===== src/rtl/ps2_pkg.sv =====
// Shared constants and helpers for the PS/2 keyboard receiver and decoder.
package ps2_pkg;

   localparam logic [7:0] PS2_BREAK  = 8'hF0;
   localparam logic [7:0] PS2_EXT    = 8'hE0;
   localparam int         FRAME_BITS = 11;

   // Lowercase ASCII for scan-code set 2; anything not listed maps to 0x00.
   function automatic logic [7:0] scan_to_ascii(input logic [7:0] code);
      logic [7:0] ascii;
      case (code)
         8'h1C: ascii = 8'h61;  8'h32: ascii = 8'h62;  8'h21: ascii = 8'h63;
         8'h23: ascii = 8'h64;  8'h24: ascii = 8'h65;  8'h2B: ascii = 8'h66;
         8'h34: ascii = 8'h67;  8'h33: ascii = 8'h68;  8'h43: ascii = 8'h69;
         8'h3B: ascii = 8'h6A;  8'h42: ascii = 8'h6B;  8'h4B: ascii = 8'h6C;
         8'h3A: ascii = 8'h6D;  8'h31: ascii = 8'h6E;  8'h44: ascii = 8'h6F;
         8'h4D: ascii = 8'h70;  8'h15: ascii = 8'h71;  8'h2D: ascii = 8'h72;
         8'h1B: ascii = 8'h73;  8'h2C: ascii = 8'h74;  8'h3C: ascii = 8'h75;
         8'h2A: ascii = 8'h76;  8'h1D: ascii = 8'h77;  8'h22: ascii = 8'h78;
         8'h35: ascii = 8'h79;  8'h1A: ascii = 8'h7A;
         8'h45: ascii = 8'h30;  8'h16: ascii = 8'h31;  8'h1E: ascii = 8'h32;
         8'h26: ascii = 8'h33;  8'h25: ascii = 8'h34;  8'h2E: ascii = 8'h35;
         8'h36: ascii = 8'h36;  8'h3D: ascii = 8'h37;  8'h3E: ascii = 8'h38;
         8'h46: ascii = 8'h39;
         8'h29: ascii = 8'h20;  8'h5A: ascii = 8'h0D;
         default: ascii = 8'h00;
      endcase
      return ascii;
   endfunction

   // Odd parity: data bits plus parity bit must contain an odd number of ones.
   function automatic logic odd_parity_ok(input logic [7:0] data, input logic par);
      return ^{data, par};
   endfunction

endpackage


===== src/rtl/ps2_rx.sv =====
// PS/2 frame receiver: line synchronisers, falling-edge detect, shift register, timeout.
// Parity enforcement is enabled by defining PS2_PARITY_CHECK_EN.
module ps2_rx
   import ps2_pkg::*;
#(
   parameter int TIMEOUT_CYCLES = 50000
) (
   input  logic       clk,
   input  logic       rst,
   input  logic       ps2_clk,
   input  logic       ps2_data,
   output logic [7:0] rx_byte,
   output logic       rx_valid
);

   localparam int TW = $clog2(TIMEOUT_CYCLES + 1);
`ifdef PS2_PARITY_CHECK_EN
   localparam logic CHECK_PARITY = 1'b1;
`else
   localparam logic CHECK_PARITY = 1'b0;
`endif

   logic [2:0]            clk_sync_r;
   logic [1:0]            data_sync_r;
   logic [3:0]            bit_cnt_r;
   logic [FRAME_BITS-2:0] shift_r;
   logic [TW-1:0]         idle_cnt_r;
   logic [7:0]            rx_byte_r;
   logic                  rx_valid_r;
   logic                  fall_s;
   logic                  last_bit_s;
   logic                  timeout_s;
   logic                  frame_ok_s;
   logic [FRAME_BITS-1:0] frame_s;

   // Bit 0 of the frame ends up at frame_s[0] once all eleven bits are in.
   assign fall_s     = clk_sync_r[2] & ~clk_sync_r[1];
   assign frame_s    = {data_sync_r[1], shift_r};
   assign last_bit_s = (bit_cnt_r == 4'(FRAME_BITS - 1));
   assign timeout_s  = (idle_cnt_r == TW'(TIMEOUT_CYCLES - 1));

   // Frame acceptance: start low, stop high, and optionally odd parity.
   always_comb begin
      frame_ok_s = ~frame_s[0] & frame_s[10] &
                   (odd_parity_ok(frame_s[8:1], frame_s[9]) | ~CHECK_PARITY);
   end

   // Synchronisers, frame shifting and stall timeout.
   always_ff @(posedge clk) begin
      if (rst) begin
         clk_sync_r  <= 3'b111;
         data_sync_r <= 2'b11;
         bit_cnt_r   <= 4'd0;
         shift_r     <= '0;
         idle_cnt_r  <= '0;
         rx_byte_r   <= 8'h00;
         rx_valid_r  <= 1'b0;
      end else begin
         clk_sync_r  <= {clk_sync_r[1:0], ps2_clk};
         data_sync_r <= {data_sync_r[0], ps2_data};
         rx_valid_r  <= 1'b0;
         if (fall_s) begin
            shift_r    <= frame_s[FRAME_BITS-1:1];
            idle_cnt_r <= '0;
            if (last_bit_s) begin
               bit_cnt_r  <= 4'd0;
               rx_valid_r <= frame_ok_s;
               rx_byte_r  <= frame_s[8:1];
            end else begin
               bit_cnt_r <= bit_cnt_r + 4'd1;
            end
         end else if (bit_cnt_r != 4'd0) begin
            if (timeout_s) begin
               bit_cnt_r  <= 4'd0;
               idle_cnt_r <= '0;
            end else begin
               idle_cnt_r <= idle_cnt_r + TW'(1);
            end
         end else begin
            idle_cnt_r <= '0;
         end
      end
   end

   assign rx_byte  = rx_byte_r;
   assign rx_valid = rx_valid_r;

endmodule


===== src/rtl/ps2_kbd_decoder.sv =====
// PS/2 keyboard decoder: tracks E0/F0 prefixes and presents last make code, ASCII, key-held.
// Optional parity enforcement in the receiver via PS2_PARITY_CHECK_EN.
module ps2_kbd_decoder
   import ps2_pkg::*;
#(
   parameter int TIMEOUT_CYCLES = 50000
) (
   input  logic       clk,
   input  logic       rst,
   input  logic       ps2_clk,
   input  logic       ps2_data,
   output logic [7:0] ps2_scanout,
   output logic [7:0] ps2_out,
   output logic       putdown
);

   logic [7:0] rx_byte_s;
   logic       rx_valid_s;

   logic [7:0] scan_r,  scan_s;
   logic [7:0] ascii_r, ascii_s;
   logic       held_r,  held_s;
   logic       brk_r,   brk_s;
   logic       ext_r,   ext_s;

   ps2_rx #(.TIMEOUT_CYCLES(TIMEOUT_CYCLES)) u_rx (
      .clk      (clk),
      .rst      (rst),
      .ps2_clk  (ps2_clk),
      .ps2_data (ps2_data),
      .rx_byte  (rx_byte_s),
      .rx_valid (rx_valid_s)
   );

   // Decoder state register.
   always_ff @(posedge clk) begin
      if (rst) begin
         scan_r  <= 8'h00;
         ascii_r <= 8'h00;
         held_r  <= 1'b0;
         brk_r   <= 1'b0;
         ext_r   <= 1'b0;
      end else begin
         scan_r  <= scan_s;
         ascii_r <= ascii_s;
         held_r  <= held_s;
         brk_r   <= brk_s;
         ext_r   <= ext_s;
      end
   end

   // Next-state: prefixes arm flags, a release only drops the key currently shown.
   always_comb begin
      scan_s  = scan_r;
      ascii_s = ascii_r;
      held_s  = held_r;
      brk_s   = brk_r;
      ext_s   = ext_r;
      if (rx_valid_s) begin
         case (rx_byte_s)
            PS2_EXT:   ext_s = 1'b1;
            PS2_BREAK: brk_s = 1'b1;
            default: begin
               if (brk_r) begin
                  if (rx_byte_s == scan_r) begin
                     held_s = 1'b0;
                  end else begin
                     held_s = held_r;
                  end
                  brk_s = 1'b0;
                  ext_s = 1'b0;
               end else begin
                  scan_s  = rx_byte_s;
                  held_s  = 1'b1;
                  ascii_s = ext_r ? 8'h00 : scan_to_ascii(rx_byte_s);
                  ext_s   = 1'b0;
               end
            end
         endcase
      end else begin
         scan_s = scan_r;
      end
   end

   // Outputs come straight from the state registers.
   always_comb begin
      ps2_scanout = scan_r;
      ps2_out     = ascii_r;
      putdown     = held_r;
   end

endmodule


===== config.mk =====
export PLATFORM = sky130hd
export DESIGN_NAME = ps2_kbd_decoder
export DESIGN_NICKNAME = d
export VERILOG_FILES = /design/src/rtl/ps2_pkg.sv /design/src/rtl/ps2_rx.sv /design/src/rtl/ps2_kbd_decoder.sv
export SDC_FILE = /design/constraint.sdc
export NUM_CORES = 1
export LEC_CHECK = 0
export CAP_MARGIN = 10
export CORE_MARGIN = 8
export CORE_UTILIZATION = 64
export CTS_BUF_LIST = sky130_fd_sc_hd__clkbuf_8
export DETAILED_ROUTE_END_ITERATION = 8
export PLACE_DENSITY = 0.95
export SKIP_LAST_GASP = 1
export SLEW_MARGIN = 15
export SYNTH_ARGS = -nofsm -noshare
export SYNTH_HDL_FRONTEND = slang
export SYNTH_SLANG_ARGS = --single-unit
export TNS_END_PERCENT = 100

===== constraint.sdc =====
create_clock -name clk -period 4.6 [get_ports clk]
set_input_delay 1.38 -clock clk [delete_from_list [all_inputs] [get_ports clk]]
set_output_delay 1.38 -clock clk [all_outputs]
set_load 0.02 [all_outputs]

Word level (Yosys, flattened, before mapping)
Memories as Yosys holds them, arrays and structs flattened. A register that Yosys moved wholly into a read port is not among the register bits.
Index checks and enable logic that the tools add are counted.
{ "totals": {"ff_bits": 63, "romBits": 896, "in_bits": 4, "out_inout_bits": 17, "word_cells": 56, "memories": 1} }
{ "op_classes": {"add_sub_neg": 2, "n_eq_ne": 6, "n_mux": 12, "bitwise_logic": 11, "n_reduce_logical": 12} }
{ "mem_list": {"columns": ["name", "depth", "width", "rd", "rd_clocked_by_memory_dff", "wr", "line", "rtl"], "rows": [
  ["(no name shown)", 128, 7, 1, 1, 0, "ps2_pkg.sv:11", "case (code)"]
]} }
{ "op_table": {"columns": ["operator", "count"], "rows": [
  ["adder 16 x 1 -> 16 bit (second input constant)", 1],
  ["equality test 16 bit (second input constant)", 1],
  ["equality test 8 bit (second input constant)", 2],
  ["2-to-1 mux 4 bit", 4],
  ["2-to-1 mux 8 bit", 2],
  ["2-to-1 mux 7 bit", 2],
  ["NOT 1 bit", 9],
  ["equality test 8 bit", 1],
  ["AND reduction 2 bit", 4],
  ["AND reduction 3 bit", 2],
  ["adder 4 x 1 -> 4 bit (second input constant)", 1],
  ["equality test 4 bit (second input constant)", 1],
  ["one-hot mux 1 bit (2 select lines)", 2],
  ["nonzero test 2 bit", 2],
  ["nonzero test 4 bit", 1],
  ["OR reduction 4 bit", 1],
  ["OR reduction 3 bit", 1],
  ["AND 1 bit", 2],
  ["2-to-1 mux 1 bit", 2],
  ["!= test 2 x 1 -> 1 bit (second input constant)", 1],
  ["OR reduction 2 bit", 1]
]} }

Longest topological paths before layout
{ "logic_depth": {"ltp_word": 5, "ltp_mapped": 15, "ltp_nobuf": 13} }

Hierarchy
Synthesis repeated with hierarchy kept, for this count alone.
{ "hier_totals": {"cells_unflattened": 387, "hier_area_um2": 3325.7} }
{ "modules_own_cells": {"columns": ["module", "n_inst", "cells_each", "area_per_inst_um2", "seq_area_each_um2"], "rows": [
  ["ps2_rx", 1, 193, 1756.7, 880.8],
  ["ps2_kbd_decoder", 1, 194, 1569.0, 360.3]
]} }

Worst setup path after synthesis
OpenSTA, ideal clock, no wires.
{ "synth_timing": {"kind": "input to register", "start": "input rst", "end": "register with a tool-made name", "setup_time_ps": 93, "t_arrival_ps": 3436, "required_ps": 4507, "slack_ps": 1071, "stages": 11, "n_path_buf": 3, "path_cell_list": "buf_2 > clkbuf_1 > clkbuf_1 > a21oi_1 > inv_1 > ha_1 > inv_1 > o41ai_1 > nor2_1 > a311o_1 > o311ai_2"} }
{ "synth_rtl": {"columns": ["item", "line", "rtl"], "rows": [
  ["start, declared", "ps2_kbd_decoder.sv:9", "input logic rst,"]
]} }

==> out/summary.txt <==
Status - finished, final reports clean
# DRC - 0
Fillers - 471
Dpl cell area - 0.00393 sq mm
Setup Buffers After CTS - 0
Most frequent cell after synthesis - nand2_1
Max cap viols - 0
Syn Nets - 496
Worst Path Required - 4850 ps
Synth top area share - 36.3%
Per-cell routed wire length - 17.8 microns
Ys flop type - dfxtp_1
Hold Buf Count CTS - 0
GPL Wtd Cong - 0.977
Max H-tree Level - 3
Site Rows - 28
WS Path Type - reg2reg
Num CTS Buffers - 9
CTS tree - built
Crit path max fanout - 15
Fin util - 70.5%
Syn Inst Count - 482
Routed Antenna Nets - 0
Crit. End Element - register
P&R area growth vs syn - 8.25%
Grt ovf - 0
Final Cycle Share - 74.9%
Post-Place Cells - 545
Layout cells sized above 1 - 9.05%
Seq/Total Area, Yosys - 36.3%
Fin area - 0.00412 sq mm
Relative slew slack - 37.6%
Yosys top cell by area - dfxtp_1
Clk Tree Root Cell - clkbuf_8
Post-synth top cells - nand2_1, dfxtp_1, a21oi_1, nor2_1, nand3_1
Ports - 21
Hold WS - 414 ps
Lkg Pwr - 1.41 nW
Clock tree sinks - 69
Die Height - 93.1 microns
Port Buf Inserts - 19
Fin. Hold Viols - 0
Endpoints failing setup - 0
Slew @ Worst Pin - 933 ps
Final setup margin - 1160 ps
Final WL - 9960 microns
Average size of a mapped cell - 7.90 sq um
Worst VDD drop - 0.000171 V
RSZ-0062 raised after global routing - false
Clock transition at path regs - 80 ps
Inserted Diodes - 0
Pwr dens - 273 mW/mm^2
Deepest clock path buffer count - 2
Fin cells - 561
Fin nets - 495
Post-route total power - 1.13 mW
Post-synth EDFFs - 0
Iter 0 DRT Violations - 448
First-pass GRT wire length - 16100 microns
Chip width - 93.1 microns
#FFs+latches synth - 69
HP Class - reg2reg
Starting Density - 65.1%
Max-slew violation count - 0
Synth warnings - 0
Initial antenna violation count - 0
Largest net degree at the start of global routing - 39
Setup Skew - 11.6 ps
FMAX - 0.290 GHz
Crit path launch type - register
Final period demand of the worst path - 3440 ps
Vias in the first global route - 3325
Clk_lat worst skew - 350 ps
Post-CTS Resized - 0
Die area - 0.00868 sq mm
GRT Total Usage - 23.1%
Synth unique cells - 67
DP Worst Slack - 995 ps
Via density - 6.40
Ranking of synthesized cells by area - dfxtp_1, nand2_1, a21oi_1
Post-synth ARST share - 0%
Core area - 0.00585 sq mm
Mapped Area - 0.00381 sq mm
Dpl hpwl - 7070 microns
Setup TNS - 0 ps
TritonRoute pass-1 iters - 6
Data arrival, critical path - 3690 ps
Via Count - 3588
[routing by layer]
metal | global-route usage [%] | share of wire, % | vias to the layer above
met4 | 12.2 | 3.1 | 0
met3 | 4.73 | 8.2 | 33
li1 | - | - | 1681
met1 | 29.7 | 43 | 1702
met2 | 35.7 | 46 | 172
met5 | 0 | 0 | -
[critical path: stages, from the launching register on]
cell      delay (ps)
dfxtp_1          400
inv_1             80
ha_1             250
and3b_1          340
nand2_4          260
nand2_1          100
a21oi_1          350
ha_1             320
inv_1            110
o41ai_1          620
nor2_1            80
a311o_1          360
o311ai_2          80
[layout make-up]
cell class	instances	area, sq um	area share, %
clock inverter	7	72.6	1.76
multi-input combinational	364	2180	53.0
sequential	69	1380	33.5
inverter	14	52.6	1.27
clock buffer	9	124	3.00
tap	75	93.8	2.28
timing repair buffer	23	215	5.22
[power by group]
part | internal [mW] | leakage (nW) | switching [mW]
combinational | 0.00819 | 0.756 | 0.0219
clock | 0.252 | 0.0960 | 0.242
sequential | 0.600 | 0.557 | 0.00214
[layout by cell type (no fill, tap or decap), types with 3 or more instances in the layout]
master	count
a211o_1	4
a211oi_1	4
a21oi_1	54
a31oi_1	5
and3_1	3
buf_4	4
clkbuf_8	9
clkdlybuf4s50_1	18
dfxtp_1	69
ha_1	10
inv_1	12
mux2i_1	4
nand2_1	73
nand2b_1	9
nand3_1	21
nand4_1	8
nor2_1	41
nor2b_1	4
nor3_1	8
nor3b_1	4
nor4_1	4
nor4b_1	3
o211ai_1	5
o21ai_0	20
o21ai_1	5
or2_2	7
or3_1	4
xnor2_1	15
xor2_1	7
[kinds of logic (layout without fill, tap and decap cells)]
family	count (synthesis)	in the layout	share of synthesized area [%]
and+or+nand+nor	201	201	26.2
AOI/OAI and AO/OA	123	123	20.7
DFF	69	69	36.3
buffers and inverters	49	53	6.41
xor gates and xnor gates	22	22	5.06
adders and majority gates	10	10	3.29
muxes	7	7	2.04
other	1	1	0.0985
[final timing paths]
path         slack, ps                              to  depth (start not counted)                           start
max               1160                        register                         12  u_rx.bit_cnt_r[0]$_SDFFE_PP0P_
min                410  u_rx.data_sync_r[1]$_SDFF_PP1_                          1  u_rx.data_sync_r[0]$_SDFF_PP1_
max reg2reg       1160                        register                         12  u_rx.bit_cnt_r[0]$_SDFFE_PP0P_
min reg2reg        410  u_rx.data_sync_r[1]$_SDFF_PP1_                          1  u_rx.data_sync_r[0]$_SDFF_PP1_
Power figures use the tool's default switching activity.
